===== src/rtl/uncache_axi_bridge_pkg.sv =====
// rtl/uncache_axi_bridge_pkg.sv - shared states, AXI constants and size helper for the uncache bridge
package uncache_axi_bridge_pkg;

    typedef enum logic [2:0] {
        ST_IDLE    = 3'd0,
        ST_RD      = 3'd1,
        ST_RD_DATA = 3'd2,
        ST_WR      = 3'd3,
        ST_WR_RESP = 3'd4,
        ST_DONE    = 3'd5
    } state_t;

    localparam logic [1:0] BURST_INCR  = 2'b01;
    localparam logic [1:0] RESP_OKAY   = 2'b00;
    localparam logic [1:0] RESP_SLVERR = 2'b10;
    localparam logic [1:0] RESP_DECERR = 2'b11;

    localparam logic [7:0] AXI_LEN_SINGLE = 8'd0;
    localparam logic [3:0] AXI_ID_ZERO    = 4'd0;

    // Irregular lane patterns fall back to a full-width beat; strobes still mask bytes.
    function automatic logic [2:0] size_from_wsel(input logic [7:0] wsel);
        logic [3:0] ones;
        logic [2:0] size;
        ones = 4'd0;
        for (int i = 0; i < 8; i++) begin
            ones = ones + {3'd0, wsel[i]};
        end
        case (ones)
            4'd1:    size = 3'd0;
            4'd2:    size = 3'd1;
            4'd4:    size = 3'd2;
            default: size = 3'd3;
        endcase
        return size;
    endfunction

endpackage


===== src/rtl/uncache_axi_bridge_if.sv =====
// rtl/uncache_axi_bridge_if.sv - single-beat AXI4 bus between uncache bridge (master) and memory/MMIO (slave)
interface uncache_axi_bridge_if #(
    parameter int ADDR_W = 32
);
    logic              awvalid;
    logic              awready;
    logic [ADDR_W-1:0] awaddr;
    logic [2:0]        awsize;
    logic [7:0]        awlen;
    logic [1:0]        awburst;
    logic [3:0]        awid;

    logic              wvalid;
    logic              wready;
    logic [63:0]       wdata;
    logic [7:0]        wstrb;
    logic              wlast;

    logic              bvalid;
    logic              bready;
    logic [1:0]        bresp;

    logic              arvalid;
    logic              arready;
    logic [ADDR_W-1:0] araddr;
    logic [2:0]        arsize;
    logic [7:0]        arlen;
    logic [1:0]        arburst;
    logic [3:0]        arid;

    logic              rvalid;
    logic              rready;
    logic [63:0]       axi_rdata;
    logic [1:0]        rresp;
    logic              rlast;

    modport master (
        output awvalid, awaddr, awsize, awlen, awburst, awid,
        input  awready,
        output wvalid, wdata, wstrb, wlast,
        input  wready,
        input  bvalid, bresp,
        output bready,
        output arvalid, araddr, arsize, arlen, arburst, arid,
        input  arready,
        input  rvalid, axi_rdata, rresp, rlast,
        output rready
    );

    modport slave (
        input  awvalid, awaddr, awsize, awlen, awburst, awid,
        output awready,
        input  wvalid, wdata, wstrb, wlast,
        output wready,
        output bvalid, bresp,
        input  bready,
        input  arvalid, araddr, arsize, arlen, arburst, arid,
        output arready,
        output rvalid, axi_rdata, rresp, rlast,
        input  rready
    );

endinterface


===== src/rtl/uncache_axi_size_enc.sv =====
// rtl/uncache_axi_size_enc.sv - combinational byte-lane select to AXI axsize encoder
module uncache_axi_size_enc
    import uncache_axi_bridge_pkg::*;
(
    input  logic [7:0] wsel,
    output logic [2:0] size
);

    always_comb begin
        size = size_from_wsel(wsel);
    end

endmodule


===== src/rtl/uncache_axi_bridge.sv =====
// rtl/uncache_axi_bridge.sv - one-outstanding uncached load/store to single-beat AXI4; watchdog via UNCACHE_BRIDGE_TIMEOUT_EN
module uncache_axi_bridge
    import uncache_axi_bridge_pkg::*;
#(
    parameter int ADDR_W      = 32,
    parameter int DATA_W      = 64,
    parameter int TIMEOUT_CYC = 1024
) (
    input  logic                clk,
    input  logic                rst,

    input  logic                req_e,
    input  logic                req_we,
    input  logic [63:0]         req_addr,
    input  logic [DATA_W-1:0]   req_wdata,
    input  logic [7:0]          req_wsel,
    output logic                req_ready,

    output logic                refresh,
    output logic [DATA_W-1:0]   rdata,
    output logic                resp_err,

    uncache_axi_bridge_if.master axi
);

    state_t              state_q, state_d;
    logic [ADDR_W-1:0]   hold_addr;
    logic [DATA_W-1:0]   hold_wdata;
    logic [7:0]          hold_wsel;
    logic [2:0]          hold_size;
    logic                aw_done, w_done;
    logic [DATA_W-1:0]   rdata_q;
    logic                err_q;
    logic                timeout_hit;
    logic                unused_in;

    assign unused_in = ^{req_addr[63:ADDR_W], axi.rlast, axi.rresp[0], axi.bresp[0]};

    uncache_axi_size_enc u_size_enc (
        .wsel (hold_wsel),
        .size (hold_size)
    );

`ifdef UNCACHE_BRIDGE_TIMEOUT_EN
    localparam int CNT_W = $clog2(TIMEOUT_CYC);
    logic [CNT_W-1:0] cnt_q;

    // Any state change restarts the watchdog, so it bounds each wait individually.
    always_ff @(posedge clk) begin
        if (rst) begin
            cnt_q <= '0;
        end else if (state_q == ST_IDLE || state_d != state_q) begin
            cnt_q <= '0;
        end else begin
            cnt_q <= cnt_q + 1'b1;
        end
    end
`else
    localparam int unused_timeout_cyc = TIMEOUT_CYC;
`endif

    always_comb begin
        state_d     = state_q;
        timeout_hit = 1'b0;
        case (state_q)
            ST_IDLE:    if (req_e) state_d = req_we ? ST_WR : ST_RD;
            ST_RD:      if (axi.arready) state_d = ST_RD_DATA;
            ST_RD_DATA: if (axi.rvalid) state_d = ST_DONE;
            ST_WR: begin
                if ((aw_done || axi.awready) && (w_done || axi.wready)) begin
                    state_d = ST_WR_RESP;
                end
            end
            ST_WR_RESP: if (axi.bvalid) state_d = ST_DONE;
            ST_DONE:    state_d = ST_IDLE;
            default:    state_d = ST_IDLE;
        endcase
`ifdef UNCACHE_BRIDGE_TIMEOUT_EN
        if (state_q != ST_IDLE && state_q != ST_DONE &&
            cnt_q == CNT_W'(TIMEOUT_CYC - 1)) begin
            timeout_hit = 1'b1;
            state_d     = ST_DONE;
        end
`endif
    end

    always_ff @(posedge clk) begin
        if (rst) begin
            state_q    <= ST_IDLE;
            hold_addr  <= '0;
            hold_wdata <= '0;
            hold_wsel  <= '0;
            aw_done    <= 1'b0;
            w_done     <= 1'b0;
            rdata_q    <= '0;
            err_q      <= 1'b0;
        end else begin
            state_q <= state_d;
            if (state_q == ST_IDLE && req_e) begin
                hold_addr  <= req_addr[ADDR_W-1:0];
                hold_wdata <= req_wdata;
                hold_wsel  <= req_wsel;
            end
            if (state_q == ST_WR) begin
                if (axi.awvalid && axi.awready) aw_done <= 1'b1;
                if (axi.wvalid && axi.wready)   w_done  <= 1'b1;
            end else begin
                aw_done <= 1'b0;
                w_done  <= 1'b0;
            end
            if (timeout_hit) begin
                rdata_q <= '0;
                err_q   <= 1'b1;
            end else if (state_q == ST_RD_DATA && axi.rvalid) begin
                rdata_q <= axi.axi_rdata;
                err_q   <= axi.rresp[1];
            end else if (state_q == ST_WR_RESP && axi.bvalid) begin
                err_q   <= axi.bresp[1];
            end
        end
    end

    // Valids decode only registered state so they never follow the readys combinationally.
    always_comb begin
        axi.awvalid = (state_q == ST_WR) && !aw_done;
        axi.wvalid  = (state_q == ST_WR) && !w_done;
        axi.bready  = (state_q == ST_WR_RESP);
        axi.arvalid = (state_q == ST_RD);
        axi.rready  = (state_q == ST_RD_DATA);
        axi.awaddr  = hold_addr;
        axi.araddr  = hold_addr;
        axi.awsize  = hold_size;
        axi.arsize  = hold_size;
        axi.awlen   = AXI_LEN_SINGLE;
        axi.arlen   = AXI_LEN_SINGLE;
        axi.awburst = BURST_INCR;
        axi.arburst = BURST_INCR;
        axi.awid    = AXI_ID_ZERO;
        axi.arid    = AXI_ID_ZERO;
        axi.wdata   = hold_wdata;
        axi.wstrb   = hold_wsel;
        axi.wlast   = 1'b1;
    end

    assign req_ready = (state_q == ST_IDLE);
    assign refresh   = (state_q == ST_DONE);
    assign rdata     = rdata_q;
    assign resp_err  = err_q;

endmodule

===== src/flat_wrapper.sv =====
// flat-port wrapper written by rule: the top's interface ports become plain ports
module uncache_axi_bridge_flat import uncache_axi_bridge_pkg::*;
#(
    parameter int ADDR_W      = 32,
    parameter int DATA_W      = 64,
    parameter int TIMEOUT_CYC = 1024
)
  (clk, rst, req_e, req_we, req_addr, req_wdata, req_wsel, req_ready, refresh, rdata, resp_err, axi_awvalid, axi_awaddr, axi_awsize, axi_awlen, axi_awburst, axi_awid, axi_awready, axi_wvalid, axi_wdata, axi_wstrb, axi_wlast, axi_wready, axi_bvalid, axi_bresp, axi_bready, axi_arvalid, axi_araddr, axi_arsize, axi_arlen, axi_arburst, axi_arid, axi_arready, axi_rvalid, axi_axi_rdata, axi_rresp, axi_rlast, axi_rready);
  uncache_axi_bridge_if #(.ADDR_W(ADDR_W)) axi_i ();
  input  logic clk;
  input  logic rst;
  input  logic req_e;
  input  logic req_we;
  input  logic [63:0] req_addr;
  input  logic [DATA_W-1:0] req_wdata;
  input  logic [7:0] req_wsel;
  output logic req_ready;
  output logic refresh;
  output logic [DATA_W-1:0] rdata;
  output logic resp_err;
  output wire logic [$bits(axi_i.awvalid)-1:0] axi_awvalid;
  output wire logic [$bits(axi_i.awaddr)-1:0] axi_awaddr;
  output wire logic [$bits(axi_i.awsize)-1:0] axi_awsize;
  output wire logic [$bits(axi_i.awlen)-1:0] axi_awlen;
  output wire logic [$bits(axi_i.awburst)-1:0] axi_awburst;
  output wire logic [$bits(axi_i.awid)-1:0] axi_awid;
  input wire logic [$bits(axi_i.awready)-1:0] axi_awready;
  output wire logic [$bits(axi_i.wvalid)-1:0] axi_wvalid;
  output wire logic [$bits(axi_i.wdata)-1:0] axi_wdata;
  output wire logic [$bits(axi_i.wstrb)-1:0] axi_wstrb;
  output wire logic [$bits(axi_i.wlast)-1:0] axi_wlast;
  input wire logic [$bits(axi_i.wready)-1:0] axi_wready;
  input wire logic [$bits(axi_i.bvalid)-1:0] axi_bvalid;
  input wire logic [$bits(axi_i.bresp)-1:0] axi_bresp;
  output wire logic [$bits(axi_i.bready)-1:0] axi_bready;
  output wire logic [$bits(axi_i.arvalid)-1:0] axi_arvalid;
  output wire logic [$bits(axi_i.araddr)-1:0] axi_araddr;
  output wire logic [$bits(axi_i.arsize)-1:0] axi_arsize;
  output wire logic [$bits(axi_i.arlen)-1:0] axi_arlen;
  output wire logic [$bits(axi_i.arburst)-1:0] axi_arburst;
  output wire logic [$bits(axi_i.arid)-1:0] axi_arid;
  input wire logic [$bits(axi_i.arready)-1:0] axi_arready;
  input wire logic [$bits(axi_i.rvalid)-1:0] axi_rvalid;
  input wire logic [$bits(axi_i.axi_rdata)-1:0] axi_axi_rdata;
  input wire logic [$bits(axi_i.rresp)-1:0] axi_rresp;
  input wire logic [$bits(axi_i.rlast)-1:0] axi_rlast;
  output wire logic [$bits(axi_i.rready)-1:0] axi_rready;
  assign axi_awvalid = axi_i.awvalid;
  assign axi_awaddr = axi_i.awaddr;
  assign axi_awsize = axi_i.awsize;
  assign axi_awlen = axi_i.awlen;
  assign axi_awburst = axi_i.awburst;
  assign axi_awid = axi_i.awid;
  assign axi_i.awready = axi_awready;
  assign axi_wvalid = axi_i.wvalid;
  assign axi_wdata = axi_i.wdata;
  assign axi_wstrb = axi_i.wstrb;
  assign axi_wlast = axi_i.wlast;
  assign axi_i.wready = axi_wready;
  assign axi_i.bvalid = axi_bvalid;
  assign axi_i.bresp = axi_bresp;
  assign axi_bready = axi_i.bready;
  assign axi_arvalid = axi_i.arvalid;
  assign axi_araddr = axi_i.araddr;
  assign axi_arsize = axi_i.arsize;
  assign axi_arlen = axi_i.arlen;
  assign axi_arburst = axi_i.arburst;
  assign axi_arid = axi_i.arid;
  assign axi_i.arready = axi_arready;
  assign axi_i.rvalid = axi_rvalid;
  assign axi_i.axi_rdata = axi_axi_rdata;
  assign axi_i.rresp = axi_rresp;
  assign axi_i.rlast = axi_rlast;
  assign axi_rready = axi_i.rready;
  uncache_axi_bridge #(.ADDR_W(ADDR_W), .DATA_W(DATA_W), .TIMEOUT_CYC(TIMEOUT_CYC)) u_core (.clk(clk), .rst(rst), .req_e(req_e), .req_we(req_we), .req_addr(req_addr), .req_wdata(req_wdata), .req_wsel(req_wsel), .req_ready(req_ready), .refresh(refresh), .rdata(rdata), .resp_err(resp_err), .axi(axi_i));
endmodule

===== config.mk =====
export PLATFORM = sky130hd
export DESIGN_NAME = uncache_axi_bridge_flat
export DESIGN_NICKNAME = d
export VERILOG_FILES = /design/src/rtl/uncache_axi_bridge_pkg.sv /design/src/rtl/uncache_axi_bridge_if.sv /design/src/rtl/uncache_axi_size_enc.sv /design/src/rtl/uncache_axi_bridge.sv /design/src/flat_wrapper.sv
export SDC_FILE = /design/constraint.sdc
export NUM_CORES = 1
export LEC_CHECK = 0
export ABC_CLOCK_PERIOD_IN_PS = 10300
export CAP_MARGIN = 20
export CORE_AREA = 2 2 177 179
export CTS_CLUSTER_DIAMETER = 30
export DETAILED_ROUTE_END_ITERATION = 10
export DIE_AREA = 0 0 179 181
export GPL_TIMING_DRIVEN = 0
export SYNTH_ARGS = -nofsm -noshare
export SYNTH_HDL_FRONTEND = slang
export SYNTH_SLANG_ARGS = --single-unit

===== constraint.sdc =====
create_clock -name clk -period 10.3 [get_ports clk]
set_input_delay 2.06 -clock clk [delete_from_list [all_inputs] [get_ports clk]]
set_output_delay 2.06 -clock clk [all_outputs]
set_load 0.05 [all_outputs]

# Yosys cells after proc, flatten, opt, wreduce, memory -nomap -nowiden
# Index checks and enable logic that the tools add are counted.
# classes
addsub	7
n_mul	0
div	0
magnitude_cmp	0
eq_ne	13
shift	0
mux	10
bitwise	1
reduce_logical	16
# op_table
operator	count
$add 4x1->4	4
$mux 3	5
$pmux 3 s5	1
$logic_and 1x1->1	8
$eq 3x2->1 const B	2
$eq 3x3->1 const B	2
$ne 2x2->1 const B	3
$pmux 2 s3	1
$reduce_and 5->1	1
$add 3x1->4	1
$eq 4x1->1 const B	1
$eq 4x2->1 const B	1
$eq 4x3->1 const B	1
$ne 2x1->1 const B	2
$add 2x1->3	1
$eq 3x1->1 const B	1
$logic_not 3->1	1
$add 1x1->2	1
$logic_not 1->1	2
$logic_or 1x1->1	2
$mux 1	2
$mux 2	1
$reduce_bool 2->1	1
$reduce_or 2->1	1
$not 1->1	1
# totals
ff_bits	174
latchBits	0
ram_bits	0
rom_bits	0
in_bits	214
out_inout_bits	243
wordCells	55
mem_count	0

# Logic depth before layout (Yosys ltp)
# Gate-level depths: netlist of run 1.
# logic_depth
word_depth	9
depth_mapped	12
depth_no_buf	11

# Hierarchy
# Synthesis of run 1 repeated with hierarchy kept, for this count alone.
# hier_totals
hier_cells	869
area_unflattened_um2	6866.6
# modules_own_cells
module	n_inst	cells_per_inst	area_per_inst_um2	seq_area_each_um2
uncache_axi_bridge	1	840	6620.1	3483.3
uncache_axi_size_enc	1	29	246.5	0.0

# Worst setup path before layout of run 1
# No wires, ideal clock.
# synth_path
kind	reg2out
startpoint	register u_core.hold_wsel[0] (netlist: u_core.axi.wstrb[0])
endpoint	output port axi_awsize[0]
t_arrival_ns	3.926
t_required_ns	8.240
path_slack_ns	4.314
path_stages_with_launch	13
path_buffers	1
path_cell_list	dfxtp_1 > inv_1 > fa_1 > fa_1 > fa_1 > inv_1 > ha_1 > inv_1 > fa_1 > xor2_1 > xnor2_1 > nand3_1 > buf_4
# synth_between
elab_chain_len	9
word_cells_on_any_way	11
cone_classes	add/sub: 7; eq/ne: 3; mux: 1
# synth_rtl
element	line_no	source
start: declaration	uncache_axi_bridge.sv:29	logic [7:0] hold_wsel;
start signal: assignment	uncache_axi_bridge.sv:102	hold_wsel <= req_wsel;
$add 1x1->2 *	uncache_axi_bridge_pkg.sv:27	ones = ones + {3'd0, wsel[i]};
$add 2x1->3 *	uncache_axi_bridge_pkg.sv:27	
$add 3x1->4 *	uncache_axi_bridge_pkg.sv:27	
$add 4x1->4 * (4 in series)	uncache_axi_bridge_pkg.sv:27	
$eq 4x3->1, or another cell as far along	uncache_axi_bridge_pkg.sv:29	case (ones)
$pmux 2 s3 *	uncache_axi_bridge_pkg.sv:29	
end: declaration	flat_wrapper.sv:23	output wire logic [$bits(axi_i.awsize)-1:0] axi_awsize;
# Mark *: on every way between the ends. The rest lies on a longest branch, timed or not.

# Worst setup path after layout of run 1
# Same ends and word-level chain as after synthesis.

==> results of run 1 <==
-- sequential cells by signal, summed over array words and instances (netlist names) --
signal,count
u_core.aw_done,1
u_core.rdata,64
u_core.w_done,1
u_core.state_q,3
u_core.axi.wdata,64
u_core.axi.wstrb,8
u_core.axi.araddr,32
u_core.resp_err,1
-- worst paths after layout --
| check | startpoint | endpoint | slack [ns] | depth (start not counted) |
|---|---|---|---|---|
| setup reg to reg | u_core.state_q[1]$_SDFFE_PP0P_ | u_core.rdata[63]$_SDFFE_PP0P_ | 8.55 | 6 |
| hold reg to reg | u_core.rdata[52]$_SDFFE_PP0P_ | u_core.rdata[52]$_SDFFE_PP0P_ | 0.45 | 2 |
| setup / recovery | u_core.axi.wstrb[0]$_SDFFE_PP0P_ | axi_awsize[0] | 3.96 | 13 |
| hold / removal | u_core.rdata[52]$_SDFFE_PP0P_ | u_core.rdata[52]$_SDFFE_PP0P_ | 0.45 | 2 |
-- layout make-up --
class	instances	share of cell area, %
clock inverters	14	1.44
inverters	15	0.469
well taps	396	4.13
multi-input cells	588	22.1
plain buffers	125	6.72
repair buffers	389	32.4
clock buffers	18	3.66
flip-flops and latches	174	29.0
-- critical path, cell delays in order (launching register included) --
cell and delay [ns]:
dfxtp_1 0.35, inv_1 0.06, fa_1 0.55, fa_1 0.43
fa_1 0.43, inv_1 0.07, ha_1 0.15, inv_1 0.06
fa_1 0.37, xor2_1 0.25, xnor2_1 0.15, nand3_1 0.15
buf_4 0.16, clkdlybuf4s50_1 0.69
-- metrics by stage --
step | instances | area (µm²) | hold WS (ns) | power [mW] | setup WS (ns)
final | 1719 | 12000 | 0.454 | 2.96 | 3.96
after CTS | 1719 | 12000 | 0.455 | 2.99 | 3.91
after floorplan | 902 | 7000 | 0.488 | 1.80 | 4.31
after detailed placement | 1687 | 11400 | 0.446 | 2.30 | 4.39
after global routing | 1719 | 12000 | 0.475 | 3.11 | 3.72
after global placement | 1687 | 11400 | 0.441 | 2.28 | 4.41
-- Yosys cell counts --
cell / count
nor4b_4: 1
nand2_1: 340
or2_2: 1
inv_1: 15
nor4bb_1: 2
o21ba_2: 1
mux2_2: 1
a21oi_1: 170
nand4bb_1: 1
a21o_1: 1
nand3_1: 2
a211o_1: 1
mux2i_1: 2
buf_2: 24
clkbuf_1: 27
nor2b_1: 2
nand2b_1: 3
o221a_2: 1
o32ai_1: 1
xor2_1: 1
nor3_1: 3
a211oi_1: 1
o21ai_0: 1
nor2_1: 9
buf_4: 66
nand3b_1: 1
dfxtp_1: 174
nor3b_1: 1
fa_1: 4
or4b_1: 1
conb_1: 2
xnor2_1: 2
ha_1: 3
buf_6: 8
-- routing by layer --
| metal | up-vias | GRT usage [%] | wire length (µm) |
|---|---|---|---|
| met4 | 0 | 4.10 | 363 |
| met2 | 276 | 28.8 | 13100 |
| li1 | 3557 | - | - |
| met5 | - | 0 | 0 |
| met3 | 19 | 5.83 | 2510 |
| met1 | 3170 | 16.6 | 10100 |
-- cells by family after synthesis --
group / count (synthesis) / synth area share (%)
mux: 3 / 0.454
other cells: 2 / 0.109
fa+ha+maj: 7 / 1.71
flops: 174 / 50.5
compound gates: 177 / 13.2
buf+inv: 140 / 12.5
simple gates: 367 / 21.1
xor+xnor: 3 / 0.381
-- power by group through the flow --
stage / Clock [mW] / Sequential [mW] / Combinational [mW]
2_1_floorplan: 0 / 1.16 / 0.637
3_3_place_gp: 0 / 0.846 / 1.44
3_5_place_dp: 0 / 0.850 / 1.45
4_1_cts: 0.710 / 0.835 / 1.45
5_1_grt: 0.738 / 0.846 / 1.52
6_report: 0.688 / 0.833 / 1.44
==> impl_metrics.env, run 1 <==
export IMPL_worstPathRequired_ns=8.24
export IMPL_syn_cell_area_mm2=0.00689
export IMPL_slew_headroom_pct=46.4
export IMPL_final_util_pct=39.5
export IMPL_drcViolationCount=0
export IMPL_synthCells=873
export IMPL_initial_core_util_pct=22.7
export IMPL_ant_nets=0
export IMPL_final_common_cell="clkdlybuf4s50_1"
export IMPL_yosysTopAreaCell="dfxtp_1"
export IMPL_end_kind="primary output"
export IMPL_clk_pin_slew_ns=0.07
export IMPL_grt_remaining_overflow=0
export IMPL_fill_cells=3129
export IMPL_dpl_hpwl_um=20300
export IMPL_p_int_mw=1.65
export IMPL_place_congestion=0.803
export IMPL_p_sw_share_pct=44.2
export IMPL_pwr_share_clk_pct=23.3
export IMPL_drt_iter0_drc=241
export IMPL_fmax_mhz=158
export IMPL_htree_num_levels=4
export IMPL_status="finished, final reports clean"
export IMPL_leakagePower_nw=4.53
export IMPL_worstMarginPinSlew_ns=0.804
export IMPL_rsz0062_at_grt="false"
export IMPL_drive_gt1_share_pct=10.2
export IMPL_grt_pass1_wl_um=38700
export IMPL_ys_ff_latch=174
export IMPL_portBuffers=389
export IMPL_antenna_found_initial=0
export IMPL_io_pins=457
export IMPL_comb_power_share_pct=48.5
export IMPL_clock_root_buffer="clkbuf_16"
export IMPL_clkSinkCount=174
export IMPL_post_cts_buffers=0
export IMPL_tns_ns=0
export IMPL_layout_common_cells="clkdlybuf4s50_1, nand2_1, dfxtp_1"
export IMPL_grt_pass1_vias=6908
export IMPL_vias=7022
export IMPL_fin_crit_ns=6.34
export IMPL_grt_max_degree=18
export IMPL_cts_tree="built"
export IMPL_crit_fanout=3
export IMPL_postSynthAreaPerCell_um2=7.89
export IMPL_critPathKind="register to primary output"
export IMPL_seqPwrFrac_pct=28.2
export IMPL_worstPathArrival_ns=4.28
export IMPL_synth_area_leaders="dfxtp_1, nand2_1, a21oi_1, buf_4, buf_2"
export IMPL_viasPerCell=4.08
export IMPL_n_antenna_cell=0
export IMPL_syn2layout_area_growth_pct=74.1
export IMPL_first_pass_iters=4
export IMPL_cts_buffers=17
export IMPL_synth_distinct_cells=34
export IMPL_clk_latency_ns=0.43
export IMPL_min_path_type="register to register"
export IMPL_clk_path_buf_depth=2
export IMPL_min_period_over_period_pct=61.6
export IMPL_die_h_um=181
export IMPL_synth_yosys_seq_area_share_pct=50.5
export IMPL_irDropWorstVdd_v=0.000184
export IMPL_drt_total_wl_um=26100
export IMPL_netSwitchingPower_mw=1.31
export IMPL_maxCapViolCount=0
export IMPL_yosysWarningCount=0
export IMPL_final_nets=1531
export IMPL_die_w_um=179
export IMPL_clock_skew_ns=0.0120
export IMPL_fp_row_count=64
export IMPL_drv_slew=0
export IMPL_hold_viol=0
export IMPL_seqCellArea_mm2=0.00348
export IMPL_synth_top_area_share_pct=50.5
export IMPL_setup_violations=0
export IMPL_cts_resized=0
export IMPL_wire_per_inst_um=15.2
export IMPL_postCtsHoldBufs=0
export IMPL_core_mm2=0.0303
export IMPL_start_kind="register"
export IMPL_p_per_area_mw_per_mm2=246
export IMPL_die_area_mm2=0.0324
export IMPL_grtUsageTotal_pct=15.7
export IMPL_multi_input_area_mm2=0.00265
No activity file was read; power rests on OpenSTA's default activity.
==> inputs of run 2 (changes only) <==
- ABC_CLOCK_PERIOD_IN_PS: 10300 -> 5700
- CORE_AREA: 2 2 177 179 -> 2 2 176 178
- DIE_AREA: 0 0 179 181 -> 0 0 178 180
- clock period: 10.3 -> 5.7 ns (I/O delays scaled with it)
==> run 2 against run 1 <==
Effect of this change: count of clock-buffer cells in the layout stayed put; hold slack worse by 0.00053 ns; die area is 1.1% lower; cell count stayed put; total power is 82% higher; flip-flop and latch count stayed put; register-to-register slack worse by 4.6 ns; largest power group unchanged; largest cell class unchanged; sequential share of layout area is 0.078 points lower; clock power is 89% higher; core utilization is 0.32 points higher; sequential power is 80% higher; critical endpoint is now axi_awsize[1]; wire length is 1.9% lower.
==> impl_metrics.env, run 2 (synthesis gave the netlist of run 1 again) <==
export IMPL_status="finished, final reports clean"
export IMPL_core_mm2=0.0302
export IMPL_worstPathArrival_ns=4.31
export IMPL_clk_pin_slew_ns=0.07
export IMPL_fmax_mhz=184
export IMPL_final_area_mm2=0.0120
export IMPL_irDropWorstVdd_v=0.000292
export IMPL_crit_fanout=3
export IMPL_clkSinkCount=174
export IMPL_rsz0062_at_grt="false"
export IMPL_ant_nets=0
export IMPL_antenna_found_initial=0
export IMPL_min_period_over_period_pct=95.6
export IMPL_hp_start="u_core.axi.wdata[42]$_SDFFE_PP0P_"
export IMPL_slew_headroom_pct=46.6
export IMPL_portBuffers=389
export IMPL_clk_latency_ns=0.43
export IMPL_drt_total_wl_um=25600
export IMPL_r2r_start="u_core.state_q[0]$_SDFFE_PP0P_"
export IMPL_start_kind="register"
export IMPL_cts_tree="built"
export IMPL_power_total_mw=5.40
export IMPL_syn2layout_area_growth_pct=74.6
export IMPL_netSwitchingPower_mw=2.33
export IMPL_layoutNonFillerInstCount=1719
export IMPL_min_path_type="register to register"
export IMPL_p_sw_share_pct=43.2
export IMPL_drive_gt1_share_pct=10.2
export IMPL_final_nets=1531
export IMPL_grt_pass1_vias=7055
export IMPL_leakagePower_nw=4.57
export IMPL_grt_remaining_overflow=0
export IMPL_critPathKind="register to primary output"
export IMPL_hold_depth=2
export IMPL_drt_iter0_drc=186
export IMPL_vias=7059
export IMPL_drcViolationCount=0
export IMPL_layout_common_cells="clkdlybuf4s50_1, nand2_1, dfxtp_1"
export IMPL_maxCapViolCount=0
export IMPL_initial_core_util_pct=22.8
export IMPL_end_kind="primary output"
export IMPL_htree_num_levels=4
export IMPL_r2r_cells=6
export IMPL_first_pass_iters=5
export IMPL_dp_cells=1687
export IMPL_n_antenna_cell=0
export IMPL_ff2ff_setup_slack_ns=3.96
export IMPL_post_cts_buffers=0
export IMPL_whs_endpoint="u_core.axi.wdata[42]$_SDFFE_PP0P_"
export IMPL_p_per_area_mw_per_mm2=448
export IMPL_grt_max_degree=17
export IMPL_place_congestion=0.805
export IMPL_grtUsageTotal_pct=15.8
export IMPL_tns_ns=0
export IMPL_clock_skew_ns=0.00884
export IMPL_wire_per_inst_um=14.9
export IMPL_fp_row_count=64
export IMPL_io_pins=457
export IMPL_r2r_end="u_core.axi.wdata[8]$_SDFFE_PP0P_"
export IMPL_drv_slew=0
export IMPL_worstMarginPinSlew_ns=0.802
export IMPL_fin_ws_ns=0.251
export IMPL_dpl_hpwl_um=20100
export IMPL_viasPerCell=4.11
export IMPL_cts_buffers=17
export IMPL_final_common_cell="clkdlybuf4s50_1"
export IMPL_dp_slack_ns=0.636
export IMPL_clock_root_buffer="clkbuf_16"
export IMPL_dpl_cell_area_mm2=0.0114
export IMPL_hold_viol=0
export IMPL_seqPwrFrac_pct=27.8
export IMPL_die_area_mm2=0.0320
export IMPL_comb_power_share_pct=48.1
export IMPL_die_w_um=178
export IMPL_fin_crit_ns=5.45
export IMPL_setup_violations=0
export IMPL_p_int_mw=3.06
export IMPL_grt_pass1_wl_um=39100
export IMPL_die_h_um=180
export IMPL_worstPathRequired_ns=4.56
export IMPL_clk_path_buf_depth=2
export IMPL_pwr_share_clk_pct=24.1
## run 2: worst max-delay path by stage
stage | start | endpoint | slack (ns) | cells past startpoint
after detailed placement | u_core.axi.wstrb[0]$_SDFFE_PP0P_ | axi_awsize[0] | 0.64 | 13
after floorplan | u_core.axi.wstrb[0]$_SDFFE_PP0P_ | axi_awsize[0] | 0.63 | 12
after global placement | u_core.axi.wstrb[0]$_SDFFE_PP0P_ | axi_awsize[0] | 0.73 | 13
after global routing | u_core.axi.wstrb[0]$_SDFFE_PP0P_ | axi_awsize[1] | 0.03 | 12
after CTS | u_core.axi.wstrb[0]$_SDFFE_PP0P_ | axi_awsize[0] | 0.16 | 13
final | u_core.axi.wstrb[0]$_SDFFE_PP0P_ | axi_awsize[1] | 0.25 | 12
## run 2: per-layer routing
layer	up-vias	global-route usage, %	part of all wire (%)
met3	22	6.30	9.9
met5	-	0	0
met1	3185	16.6	38
met4	0	4.85	1.9
met2	288	28.6	50
li1	3564	-	-
## run 2: through the flow
| step | hold WS (ns) | util, % |
|---|---|---|
| 3_5_place_dp | 0.445 | 37.7 |
| 6_report | 0.453 | 39.9 |
| 4_1_cts | 0.455 | 39.9 |
| 3_3_place_gp | 0.441 | 37.7 |
| 2_1_floorplan | 0.488 | - |
| 5_1_grt | 0.472 | 39.9 |
## run 2: layout make-up
class / count / area (µm²)
inverter: 15 / 56.3
tap: 396 / 495
sequential: 174 / 3480
fill: 3129 / 18200
clock buffer: 18 / 439
multi-input combinational: 588 / 2650
clock inverter: 14 / 203
timing repair buffer: 389 / 3900
buffer: 125 / 807
## run 2: critical path: stages (launching register included)
cell and delay [ns]:
dfxtp_1 0.36, inv_1 0.07, fa_1 0.57, fa_1 0.44
fa_1 0.49, inv_1 0.04, ha_1 0.18, inv_1 0.07
fa_1 0.45, xnor2_1 0.14, nand3_1 0.14, buf_4 0.13
clkdlybuf4s50_1 0.79
## run 2: power by group through the flow
stage | Clock, mW | Sequential, mW | Combinational, mW
floorplan | 0 | 2.10 | 1.15
global placement | 0 | 1.52 | 2.60
detailed placement | 0 | 1.53 | 2.62
CTS | 1.34 | 1.50 | 2.62
global route | 1.38 | 1.53 | 2.76
finish | 1.30 | 1.50 | 2.59
## run 2: repair_timing
| item | in CTS | in global routing |
|---|---|---|
| gates resized for setup | 0 | 1 |
| setup endpoints to repair | 0 | 1 |
| hold endpoints to repair | 0 | 0 |
| hold buffers | 0 | 0 |
